$ cat config.mk
export PLATFORM = sky130hd
export DESIGN_NAME = smult_rr_sched
export DESIGN_NICKNAME = d
export VERILOG_FILES = /design/src/rtl/smult_pkg.sv /design/src/rtl/smult_rr_sched_arb.sv /design/src/rtl/smult_rr_sched.sv
export SDC_FILE = /design/constraint.sdc
export NUM_CORES = 1
export LEC_CHECK = 0
export CORE_ASPECT_RATIO = 0.75
export CORE_MARGIN = 2
export CORE_UTILIZATION = 33
export CTS_CLUSTER_SIZE = 25
export DETAILED_ROUTE_END_ITERATION = 10
export PLACE_DENSITY = 0.83
export SLEW_MARGIN = 20
export SYNTH_ARGS = -nofsm -noshare
export SYNTH_HDL_FRONTEND = slang
export SYNTH_SLANG_ARGS = --single-unit
$ cat constraint.sdc
create_clock -name CLK -period 3.6 [get_ports CLK]
set_input_delay 0.72 -clock CLK [delete_from_list [all_inputs] [get_ports CLK]]
set_output_delay 0.72 -clock CLK [all_outputs]
set_load 0.01 [all_outputs]
$ cat src/rtl/smult_pkg.sv
// Shared configuration, derived widths and FSM encoding for the round-robin multiplier scheduler.
// The scheduler is configured here; changing a value below reconfigures every file that imports it.
package smult_pkg;

  localparam int N_REQ   = 4;
  localparam int WI1     = 4;
  localparam int WF1     = 3;
  localparam int WI2     = 2;
  localparam int WF2     = 5;
  localparam int WIO     = 4;
  localparam int WFO     = 15;
  localparam int MUL_LAT = 2;

  localparam int W1    = WI1 + WF1;
  localparam int W2    = WI2 + WF2;
  localparam int WO    = WIO + WFO;
  localparam int LAT   = MUL_LAT + 1;
  localparam int CNT_W = $clog2(LAT + 2);
  localparam int PTR_W = $clog2(N_REQ);

  typedef enum logic [1:0] {
    RUN   = 2'd0,
    DRAIN = 2'd1,
    HALT  = 2'd2
  } state_e;

endpackage

$ cat src/rtl/smult_rr_sched_arb.sv
// Combinational round-robin arbiter: grants the first requester at or after ptr, wrapping.
// gnt is one-hot (or zero when en is low or nobody requests); gnt_idx is its index.
module rr_arbiter #(
  parameter int N = 4
) (
  input  logic [N-1:0]         req,
  input  logic [$clog2(N)-1:0] ptr,
  input  logic                 en,
  output logic [N-1:0]         gnt,
  output logic [$clog2(N)-1:0] gnt_idx
);

  localparam int IW = $clog2(N);

  logic          found;
  logic [IW:0]   cand;

  always_comb begin
    gnt     = '0;
    gnt_idx = '0;
    found   = 1'b0;
    cand    = '0;
    for (int k = 0; k < N; k++) begin
      cand = (IW+1)'(ptr) + (IW+1)'(k);
      if (cand >= (IW+1)'(N)) begin
        cand = cand - (IW+1)'(N);
      end
      if (en && !found && req[cand[IW-1:0]]) begin
        found   = 1'b1;
        gnt_idx = cand[IW-1:0];
      end
    end
    if (found) begin
      gnt[gnt_idx] = 1'b1;
    end
  end

endmodule

$ cat src/rtl/smult_rr_sched.sv
// Round-robin scheduler feeding one shared pipelined multiplier; a tag pipe matched to the
// multiplier latency routes each product back to its requester, and pause drains the pipe.
module smult_rr_sched
  import smult_pkg::*;
(
  input  logic                 CLK,
  input  logic                 RST,
  input  logic [N_REQ-1:0]     req_valid,
  output logic [N_REQ-1:0]     req_ready,
  input  logic [N_REQ*W1-1:0]  req_in1,
  input  logic [N_REQ*W2-1:0]  req_in2,
  input  logic                 pause,
  output logic                 paused,
  output logic                 mul_rst_n,
  output logic [W1-1:0]        mul_in1,
  output logic [W2-1:0]        mul_in2,
  input  logic [WO-1:0]        mul_out,
  output logic [N_REQ-1:0]     rsp_valid,
  output logic [WO-1:0]        rsp_data,
  output logic [CNT_W-1:0]     inflight,
  output state_e               dbg_state
);

  // Handshake: a transfer happens in any cycle where req_valid[i] & req_ready[i]. req_ready is a
  // combinational function of req_valid, so requesters raise valid without waiting for ready.
  // Responses carry no ready: rsp_valid pulses for one cycle and the requester must take it.

  state_e                 state_q, state_d;
  logic [PTR_W-1:0]       ptr_q, ptr_d;
  logic [W1-1:0]          in1_q, in1_d;
  logic [W2-1:0]          in2_q, in2_d;
  logic [LAT-1:0]         tv_q, tv_d;
  logic [N_REQ-1:0]       tag_q [LAT];
  logic [N_REQ-1:0]       tag_d [LAT];
  logic [CNT_W-1:0]       inflight_q, inflight_d;

  logic                   grant_en;
  logic                   xfer;
  logic                   rsp_fire;
  logic [N_REQ-1:0]       gnt;
  logic [PTR_W-1:0]       gnt_idx;

  rr_arbiter #(.N(N_REQ)) u_arb (
    .req     (req_valid),
    .ptr     (ptr_q),
    .en      (grant_en),
    .gnt     (gnt),
    .gnt_idx (gnt_idx)
  );

  assign xfer     = |(req_valid & gnt);
  assign rsp_fire = tv_q[LAT-1];

  always_ff @(posedge CLK) begin
    if (RST) begin
      state_q <= RUN;
    end else begin
      state_q <= state_d;
    end
  end

  always_comb begin
    state_d = state_q;
    case (state_q)
      RUN: begin
        if (pause) state_d = (inflight_q == '0) ? HALT : DRAIN;
      end
      DRAIN: begin
        if (!pause) state_d = RUN;
        else if (inflight_q == '0) state_d = HALT;
      end
      HALT: begin
        if (!pause) state_d = RUN;
      end
      default: state_d = RUN;
    endcase
  end

  // A pause seen in the same cycle as a would-be grant already blocks that grant.
  always_comb begin
    grant_en = (state_q == RUN) && !pause && !RST;
    paused   = (state_q == HALT);
  end

  always_comb begin
    ptr_d = ptr_q;
    in1_d = in1_q;
    in2_d = in2_q;
    if (xfer) begin
      in1_d = req_in1[gnt_idx*W1 +: W1];
      in2_d = req_in2[gnt_idx*W2 +: W2];
      ptr_d = (gnt_idx == PTR_W'(N_REQ-1)) ? '0 : gnt_idx + PTR_W'(1);
    end
    tv_d[0]  = xfer;
    tag_d[0] = gnt;
    for (int s = 1; s < LAT; s++) begin
      tv_d[s]  = tv_q[s-1];
      tag_d[s] = tag_q[s-1];
    end
    inflight_d = inflight_q + CNT_W'(xfer) - CNT_W'(rsp_fire);
  end

  always_ff @(posedge CLK) begin
    if (RST) begin
      ptr_q      <= '0;
      in1_q      <= '0;
      in2_q      <= '0;
      tv_q       <= '0;
      inflight_q <= '0;
      for (int s = 0; s < LAT; s++) begin
        tag_q[s] <= '0;
      end
    end else begin
      ptr_q      <= ptr_d;
      in1_q      <= in1_d;
      in2_q      <= in2_d;
      tv_q       <= tv_d;
      inflight_q <= inflight_d;
      tag_q      <= tag_d;
    end
  end

  assign req_ready = gnt;
  assign mul_rst_n = ~RST;
  assign mul_in1   = in1_q;
  assign mul_in2   = in2_q;
  assign rsp_valid = rsp_fire ? tag_q[LAT-1] : '0;
  assign rsp_data  = mul_out;
  assign inflight  = inflight_q;
  assign dbg_state = state_q;

endmodule
Yosys cells after proc, flatten, opt, wreduce, memory -nomap -nowiden
Cells that the tools add are included.
{"block": "totals", "regBits": 36}
{"block": "op_classes", "n_addsub": 10, "mul": 1, "n_lt_le_gt_ge": 10, "eq_ne": 6, "n_shift": 2, "muxes": 31, "n_bitwise": 2, "reduce_logical": 19}
{"operator": "28-bit by 6-bit variable part select with 7-bit output", "count": 2}
{"operator": "2-bit two-way mux", "count": 14}
{"operator": "2-bit by 3-bit < comparator with 1-bit output (second input constant)", "count": 5}
{"operator": "1-bit logical AND", "count": 10}
{"operator": "3-bit >= comparator (second input constant)", "count": 3}
{"operator": "1-bit two-way mux", "count": 9}
{"operator": "1-bit binary-select mux with 2-bit select", "count": 4}
{"operator": "4-bit two-way mux", "count": 2}
{"operator": "2-bit by 1-bit subtractor with 2-bit output (second input constant)", "count": 4}
{"operator": "2-bit by 2-bit adder with 3-bit output (second input constant)", "count": 2}
{"operator": "2-bit case mux with 3 select lines", "count": 1}
{"operator": "1-bit zero test", "count": 5}
{"operator": "2-bit by 3-bit multiplier with 5-bit output (second input constant)", "count": 1}
{"operator": "4-bit AND", "count": 1}
{"operator": "2-bit equality test (second input constant)", "count": 2}
{"operator": "2-bit inequality test (second input constant)", "count": 2}
{"operator": "4-bit OR reduction", "count": 1}
{"operator": "2-bit by 1-bit adder with 3-bit output (second input constant)", "count": 1}
{"operator": "3-bit by 1-bit adder with 3-bit output", "count": 1}
{"operator": "2-bit by 3-bit >= comparator with 1-bit output (second input constant)", "count": 1}
{"operator": "3-bit zero test", "count": 1}
{"operator": "3-bit inequality test (second input constant)", "count": 1}
{"operator": "3-bit AND reduction", "count": 1}
{"operator": "3-bit by 1-bit subtractor with 3-bit output", "count": 1}
{"operator": "other kinds (6)", "count": 6}

Depth between registers and ports, before layout
Gate-level depths: netlist of run 1.
{"block": "logic_depth", "ltp_word": 27, "depth_mapped": 20, "depth_no_buf": 17}

Modules after synthesis
From an unflattened synthesis of run 1, not the netlist that was laid out.
{"block": "unflattened", "cells_unflattened": 218, "hier_area_um2": 2189.6}
{"mod": "smult_rr_sched", "n_inst": 1, "cells_per_inst": 171, "area_each_um2": 1819.2, "seq_area_each_um2": 720.7}
{"mod": "rr_arbiter", "n_inst": 1, "cells_per_inst": 47, "area_each_um2": 370.4, "seq_area_each_um2": 0.0}

Least setup slack after synthesis of run 1
Ideal clock, no wire load.
{"block": "synth_path", "path_kind": "input to register", "from": "in req_valid[2]", "to": "reg inflight_q[2] (netlist: inflight[2])", "setup_time_ps": 128, "arrival_time_ps": 3620, "required_ps": 3472, "slack_ps": -148, "path_stages": 19, "path_buffers": 2, "path_cell_list": "nor2b_1 nor4b_2 o21ai_2 buf_2 inv_1 ha_1 nand2_1 o21ai_1 o2bb2ai_4 buf_2 inv_1 ha_1 inv_1 ha_1 inv_1 fa_1 xor2_1 xnor2_1 nor2_1"}
{"block": "synth_via", "elab_chain_len": 25, "elab_cells_between_ends": 36, "cone_classes": "add/sub (2); order compare (2); mux (19); bitwise (1); reduce/logical (12)"}
{"item": "from (decl)", "line": "smult_rr_sched.sv:8", "text": "input logic [N_REQ-1:0] req_valid,"}
{"item": "1-bit binary-select mux with 2-bit select", "line": "smult_rr_sched_arb.sv:28", "text": "if (en && !found && req[cand[IW-1:0]]) begin"}
{"item": "1-bit two-way mux (implied by the code)", "line": "smult_rr_sched_arb.sv:28"}
{"item": "1-bit logical AND", "line": "smult_rr_sched_arb.sv:28"}
{"item": "1-bit two-way mux", "line": "smult_rr_sched_arb.sv:28"}
{"item": "1-bit zero test", "line": "smult_rr_sched_arb.sv:28"}
{"item": "1-bit logical AND (2 in series)", "line": "smult_rr_sched_arb.sv:28"}
{"item": "1-bit two-way mux", "line": "smult_rr_sched_arb.sv:28"}
{"item": "1-bit zero test", "line": "smult_rr_sched_arb.sv:28"}
{"item": "[... 8 more ...]"}
{"item": "1-bit logical AND (implied by the code)", "line": "smult_rr_sched_arb.sv:34", "text": "gnt[gnt_idx] = 1'b1;"}
{"item": "1-bit two-way mux (implied by the code)", "line": "smult_rr_sched_arb.sv:34"}
{"item": "1-bit demux with 2-bit select"}
{"item": "4-bit two-way mux", "line": "smult_rr_sched_arb.sv:33", "text": "if (found) begin"}
{"item": "4-bit AND *", "line": "smult_rr_sched.sv:51", "text": "assign xfer = |(req_valid & gnt);"}
{"item": "4-bit OR reduction *", "line": "smult_rr_sched.sv:51"}
{"item": "3-bit by 1-bit adder with 3-bit output *", "line": "smult_rr_sched.sv:100", "text": "inflight_d = inflight_q + CNT_W'(xfer) - CNT_W'(rsp_fire);"}
{"item": "3-bit by 1-bit subtractor with 3-bit output *", "line": "smult_rr_sched.sv:100"}
{"item": "to (signal assigned)", "line": "smult_rr_sched.sv:118", "text": "inflight_q <= inflight_d;"}
{"item": "to (decl)", "line": "smult_rr_sched.sv:35", "text": "logic [CNT_W-1:0] inflight_q, inflight_d;"}
Every way passes the cells marked *; elsewhere a longest branch is shown, timed or not. The select of a mux whose other input is x is not followed.
A chain may end at the register's enable or synchronous reset.

Final worst setup path of run 1
{"block": "layout_path", "from": "in req_valid[2]", "to": "out req_ready[2]"}
{"block": "layout_via", "elab_chain_len": 21, "elab_cells_between_ends": 32, "cone_classes": "order compare (2); mux (19); reduce/logical (11)"}
{"item": "1-bit binary-select mux with 2-bit select", "line": "smult_rr_sched_arb.sv:28"}
{"item": "1-bit two-way mux (implied by the code)", "line": "smult_rr_sched_arb.sv:28"}
{"item": "1-bit logical AND", "line": "smult_rr_sched_arb.sv:28"}
{"item": "1-bit two-way mux", "line": "smult_rr_sched_arb.sv:28"}
{"item": "1-bit zero test", "line": "smult_rr_sched_arb.sv:28"}
{"item": "1-bit logical AND (2 in series)", "line": "smult_rr_sched_arb.sv:28"}
{"item": "1-bit two-way mux", "line": "smult_rr_sched_arb.sv:28"}
{"item": "1-bit zero test", "line": "smult_rr_sched_arb.sv:28"}
{"item": "[... 3 more ...]"}
{"item": "1-bit zero test", "line": "smult_rr_sched_arb.sv:28"}
{"item": "1-bit logical AND (2 in series)", "line": "smult_rr_sched_arb.sv:28"}
{"item": "2-bit two-way mux", "line": "smult_rr_sched_arb.sv:28"}
{"item": "2-bit by 3-bit < comparator with 1-bit output (implied by the code) / 2-bit by 1-bit >= comparator with 1-bit output (equally long branches)", "line": "smult_rr_sched_arb.sv:34"}
{"item": "1-bit logical AND (implied by the code)", "line": "smult_rr_sched_arb.sv:34"}
{"item": "1-bit two-way mux (implied by the code)", "line": "smult_rr_sched_arb.sv:34"}
{"item": "1-bit demux with 2-bit select"}
{"item": "4-bit two-way mux *", "line": "smult_rr_sched_arb.sv:33"}
{"item": "to (decl)", "line": "smult_rr_sched.sv:9", "text": "output logic [N_REQ-1:0] req_ready,"}
Marks and branches as above.

==> flow_summary.json, run 1 <==
{
  "htree_levels": 2,
  "crit_path_end_kind": "primary output",
  "viasPerCell": 4.79,
  "die_x_um": 93.8,
  "grt_overflow": 0,
  "power_frac_comb_pct": 32.0,
  "cts.sink_count": 36,
  "cts-root-buf": "clkbuf_8",
  "path_clk_slew_ns": 0.07,
  "internal-power_w": 0.000778,
  "powerDensity_mw_per_mm2": 355,
  "finalSetupViolCount": 0,
  "nFillCells": 551,
  "hold_viol": 0,
  "p_leak_nw": 1.17,
  "cts_tree": "built",
  "p_switching_w": 0.000301,
  "post_dp_cell_area_mm2": 0.00294,
  "seqPwrFrac_pct": 43.4,
  "yosysWarnings": 0,
  "start_kind": "input port",
  "tightest_slew_ns": 0.649,
  "yosysUniqueCellTypes": 35,
  "max_cap_violations": 0,
  "rows": 24,
  "regArea_um2": 721,
  "cp_common_cell": "clkdlybuf4s50_1",
  "crit_required_ns": 2.88,
  "cts.repair.resized": 0,
  "clkPwrFrac_pct": 24.6,
  "vias": 1735,
  "max_clock_freq_mhz": 289,
  "maxSlewHeadroom_pct": 56.7,
  "io_buffers": 91,
  "wirelength_um": 5150,
  "fin_crit_sh_pct": 96.2,
  "initial_utilization_pct": 34.3,
  "synth_area_leader_cell": "dfxtp_1",
  "max-vdd-ir-drop_mv": 0.191,
  "gp_congestion": 0.788,
  "synth_area_leaders": "dfxtp_1 36%, buf_4 8.6%, o32ai_1 6.1%",
  "die_y_um": 71.4,
  "crit_chain": "clkdlybuf4s50_1 -> nor2b_4 -> a21boi_2 -> o32a_1 -> buf_6 -> nand3_2 -> inv_1 -> clkdlybuf4s50_1",
  "avgSynthCellArea_um2": 9.60,
  "multiInputGateArea_mm2": 0.00105,
  "first_pass_iters": 4,
  "postRouteAntennaNets": 0,
  "antenna_found_initial": 0,
  "grt_pass1_wl_um": 8150,
  "critPathKind": "in -> out",
  "drc": 0,
  "final_max_slew_viol_count": 0,
  "post_cts_buffers": 0,
  "yosysMostFrequentCell": "dfxtp_1",
  "critPathArrivalTime_ns": 2.74,
  "ys_async_sr_fraction_pct": 0,
  "slowest_delay_ns": 0.57,
  "grt_pass1_vias": 1789,
  "wl_per_cell_um": 14.2,
  "layout.nets": 370,
  "n_antenna_cell": 0,
  "pin_count": 130,
  "areaGrowthSynthToFinish_pct": 52.0,
  "rsz0062_at_grt": "no",
  "synth_top_area_share_pct": 36.1,
  "synth_nets": 294,
  "power_w": 0.00108,
  "grt_max_degree": 32,
  "drive_gt1_share_pct": 21.1,
  "syn_inst": 208,
  "core_area_mm2": 0.00583,
  "yosysSeqAreaShare_pct": 36.1,
  "synth_ff_type": "dfxtp_1",
  "status": "completed",
  "ys_ff_latch": 36,
  "synth_commonest_cells": "36 x dfxtp_1, 23 x buf_4, 21 x inv_1",
  "final_area_mm2": 0.00304,
  "synth-edff-count": 0,
  "cts-buffers-inserted": 5,
  "period_needed_ns": 3.46,
  "dp_hpwl_um": 3820,
  "clockBufferDepth": 2,
  "hold_buffers": 0,
  "finClkSkew_ns": 0.00207,
  "die-area_mm2": 0.00670,
  "swShare_pct": 27.9,
  "clock_latency_ns": 0.28,
  "grt_usage_pct": 15.5,
  "drt_iter0_drc": 22,
  "slowest_stage": "clkdlybuf4s50_1",
  "netlist_area_mm2": 0.00200,
  "cp_max_fo": 19,
  "min_path_type": "reg -> reg"
}
==> final cells by class <==
class	count	share of cell area (%)
Inverter	21	2.60
Tap cell	78	3.22
Clock inverter	1	0.165
Sequential cell	36	23.7
Multi-Input combinational cell	117	34.6
Timing Repair Buffer	103	33.3
Clock buffer	6	2.39
==> power by group through the flow <==
| stage | Sequential, W | Combinational (W) | Clock [W] |
|---|---|---|---|
| floorplan | 0.000488 | 0.000184 | 0 |
| global placement | 0.000475 | 0.000339 | 0 |
| detailed placement | 0.000476 | 0.000346 | 0 |
| CTS | 0.000468 | 0.000348 | 0.000281 |
| global route | 0.000473 | 0.000373 | 0.000299 |
| finish | 0.000468 | 0.000345 | 0.000265 |
==> cell usage in the layout, fill, tap and decap left out, types with 3 or more instances in the layout <==
cell and n:
and2_1 6, buf_4 11, clkbuf_8 5, clkdlybuf4s50_1 89, dfxtp_1 36, ha_4 3, inv_1 18, inv_2 3
mux2_2 7, mux2_4 7, nor2_1 10, nor2b_1 13, o21ai_1 14, o22ai_1 7, o22ai_2 7, o32ai_1 14
==> registers in the layout, summed over array words and instances (netlist names) <==
name and flops:
mul_in2 7, tv_q 3, dbg_state 2, mul_in1 7, tag_d 8, inflight 3
ptr_q 2, tag_q 4
==> through the flow <==
step	worst slack, ns	TNS, ns	hold slack (ns)	util [%]	instances
final	0.138	0	0.439	52.1	362
after global routing	0.00441	0	0.458	52.1	362
after CTS	0.0276	0	0.439	51.8	362
after detailed placement	-0.112	-0.112	0.426	50.5	355
after global placement	-0.0174	-0.0174	0.416	50.5	355
after floorplan	0.00612	0	0.414	-	208
==> worst max-delay path, delay by kind of cell <==
family / cells / cell delay (ns)
AND/OR/NAND/NOR: 2 / 0.27
buffers and inverters: 4 / 1.40
AO/OA/AOI/OAI: 2 / 0.35
==> worst paths after layout <==
path / start / end / slack [ns] / cells past startpoint
hold / removal: tag_d[2]$_SDFF_PP0_ / tag_q[2]$_SDFF_PP0_ / 0.44 / 1
hold reg to reg: tag_d[2]$_SDFF_PP0_ / tag_q[2]$_SDFF_PP0_ / 0.44 / 1
setup reg to reg: ptr_q[1]$_SDFFE_PP0P_ / inflight[2]$_SDFF_PP0_ / 0.80 / 16
setup / recovery: req_valid[2] / req_ready[2] / 0.14 / 8
==> layer usage <==
layer  vias up  share of wire (%)  track usage, %
met4         0               0.82            4.83
met1       808                 45            18.7
met5         -                  0               0
met2        68                 46            26.6
li1        855                  -               -
met3         4                7.6            4.94
==> cell families (layout without fill, tap and decap cells) <==
group	count (synthesis)	after routing	synth area share (%)
buffers and inverters	55	131	15.8
XOR/XNOR	2	2	0.877
multiplexers	15	15	9.71
AO/OA/AOI/OAI	51	51	20.7
AND/OR/NAND/NOR	45	45	13.9
flip-flops	36	36	36.1
adder cells (fa/ha/maj)	4	4	2.88
No activity file was read; power rests on OpenSTA's default activity.
==> inputs of run 2 (changes only) <==
- CORE_ASPECT_RATIO: 0.75 -> 0.5
==> run 2 against run 1 <==
  * Setup slack worse by 0.042 ns
  * Sequential power hardly changed
  * Maximum frequency is 1.2% lower
  * Hold slack worse by 0.0041 ns
  * Final area is 2.9% higher
  * Clock skew is 0.00071 ns higher
  * Via count is 0.58% higher
  * First-iteration DRC count grew to 3.0 times the previous value
  * Total power is 21% higher
  * Global-route usage is 0.15 points higher
  * Critical endpoint is now req_ready[3]
==> flow_summary.json, run 2 (synthesis gave the netlist of run 1 again) <==
{
  "path_clk_slew_ns": 0.05,
  "drt_iter0_drc": 65,
  "postRouteAntennaNets": 0,
  "first_pass_iters": 4,
  "fin_ws_ns": 0.0960,
  "clock_latency_ns": 0.27,
  "gp_congestion": 0.842,
  "worstHoldStart": "tag_d[1]$_SDFF_PP0_",
  "final_max_slew_viol_count": 0,
  "crit_chain": "clkdlybuf4s50_1 -> nor2b_4 -> a21boi_2 -> o32a_1 -> and2_4 -> ha_4 -> and2_1 -> clkdlybuf4s50_1",
  "path_buf_inv": 2,
  "layout.nets": 371,
  "fin_crit_sh_pct": 97.3,
  "grt_usage_pct": 15.7,
  "cts-root-buf": "clkbuf_16",
  "clockBufferDepth": 2,
  "pre_cts_slack_ns": -0.125,
  "r2r_start": "ptr_q[1]$_SDFFE_PP0P_",
  "dp_hpwl_um": 4030,
  "pin_count": 130,
  "grt_overflow": 0,
  "hold_viol": 0,
  "max-vdd-ir-drop_mv": 0.193,
  "p_leak_nw": 1.19,
  "antenna_found_initial": 0,
  "cts-buffers-inserted": 5,
  "die_y_um": 59.0,
  "io_buffers": 91,
  "n_antenna_cell": 0,
  "maxSlewHeadroom_pct": 58.5,
  "cts.sink_count": 36,
  "cp_common_cell": "clkdlybuf4s50_1",
  "regArea_um2": 721,
  "utilization_pct": 55.2,
  "max_clock_freq_mhz": 285,
  "period_needed_ns": 3.50,
  "mostFrequentLayoutCells": "90 x clkdlybuf4s50_1, 36 x dfxtp_1, 18 x inv_1",
  "rsz0062_at_grt": "no",
  "cp_max_fo": 3,
  "crit_path_end_kind": "primary output",
  "start_kind": "input port",
  "finClkSkew_ns": 0.00278,
  "nFillCells": 491,
  "slowest_delay_ns": 0.54,
  "cts.repair.resized": 1,
  "critPathArrivalTime_ns": 2.78,
  "drive_gt1_share_pct": 22.0,
  "hold_buffers": 0,
  "finalSetupViolCount": 0,
  "wirelength_um": 5150,
  "grt_pass1_wl_um": 8250,
  "areaGrowthSynthToFinish_pct": 56.5,
  "cp-startpoint": "req_valid[1]",
  "path_delay_family": "buffers and inverters",
  "final_common_cell": "clkdlybuf4s50_1",
  "reg2reg_slack_ns": 0.79,
  "critPathKind": "in -> out",
  "drc": 0,
  "viasPerCell": 4.86,
  "multiInputGateArea_mm2": 0.00105,
  "post-place-cells": 351,
  "crit_required_ns": 2.88,
  "max_cap_violations": 0,
  "vias": 1745,
  "cts_tree": "built",
  "min_path_type": "reg -> reg",
  "grt_max_degree": 32,
  "core_area_mm2": 0.00566,
  "largest_register_ffs": 8,
  "htree_levels": 2,
  "die_x_um": 114,
  "finalNonFillerCells": 359,
  "powerDensity_mw_per_mm2": 418,
  "tightest_slew_ns": 0.622,
  "status": "completed",
  "post_cts_buffers": 0,
  "slowest_stage": "clkdlybuf4s50_1",
  "initial_utilization_pct": 35.3,
  "wl_per_cell_um": 14.4,
  "rows": 19,
  "die-area_mm2": 0.00673,
  "grt_pass1_vias": 1764
}
==> run 2: changes by cell type in the layout (fill, tap and decap cells not counted), sizes merged <==
cell           previous run  this run
clkdlybuf4s50            89        90
dlymetal6s2s              2         1
clkbuf                    6         5
buf                      12        13
bufinv                    0         1
clkinvlp                  0         1
==> run 2: cell type report <==
type | count | share of cell area (%)
repair buffers | 104 | 32.5
well taps | 73 | 2.92
clock inverters | 3 | 1.36
flip-flops and latches | 36 | 23.1
clock buffers | 5 | 4.00
inverters | 21 | 2.52
multi-input cells | 117 | 33.6
==> run 2: power by group <==
| group | total (W) | internal (W) | switching, W |
|---|---|---|---|
| Combinational | 0.000353 | 0.000211 | 0.000142 |
| Clock | 0.000486 | 0.000325 | 0.000161 |
| Sequential | 0.000468 | 0.000439 | 0.0000287 |
==> run 2: path summary, 6_finish.rpt <==
kind / cells after the start / end
setup / recovery: 8 / req_ready[3]
hold / removal: 1 / tag_q[1]$_SDFF_PP0_
setup reg to reg: 16 / inflight[2]$_SDFF_PP0_
hold reg to reg: 1 / tag_q[1]$_SDFF_PP0_
==> run 2: through the flow <==
| step | total power [W] | cell area (µm²) | TNS [ns] | hold slack [ns] |
|---|---|---|---|---|
| 6_report | 0.00131 | 3120 | 0 | 0.435 |
| 2_1_floorplan | 0.000671 | 2090 | 0 | 0.414 |
| 3_3_place_gp | 0.000813 | 2940 | -0.0209 | 0.417 |
| 5_1_grt | 0.00137 | 3120 | 0 | 0.455 |
| 4_1_cts | 0.00132 | 3110 | 0 | 0.437 |
| 3_5_place_dp | 0.000828 | 2940 | -0.125 | 0.424 |
==> run 2: routing by layer <==
metal	part of all wire, %	track usage, %	up-vias
li1	-	-	854
met1	41	17.4	836
met2	53	30.1	44
met3	4.3	3.78	11
met4	1.2	5.40	0
met5	0	0	-
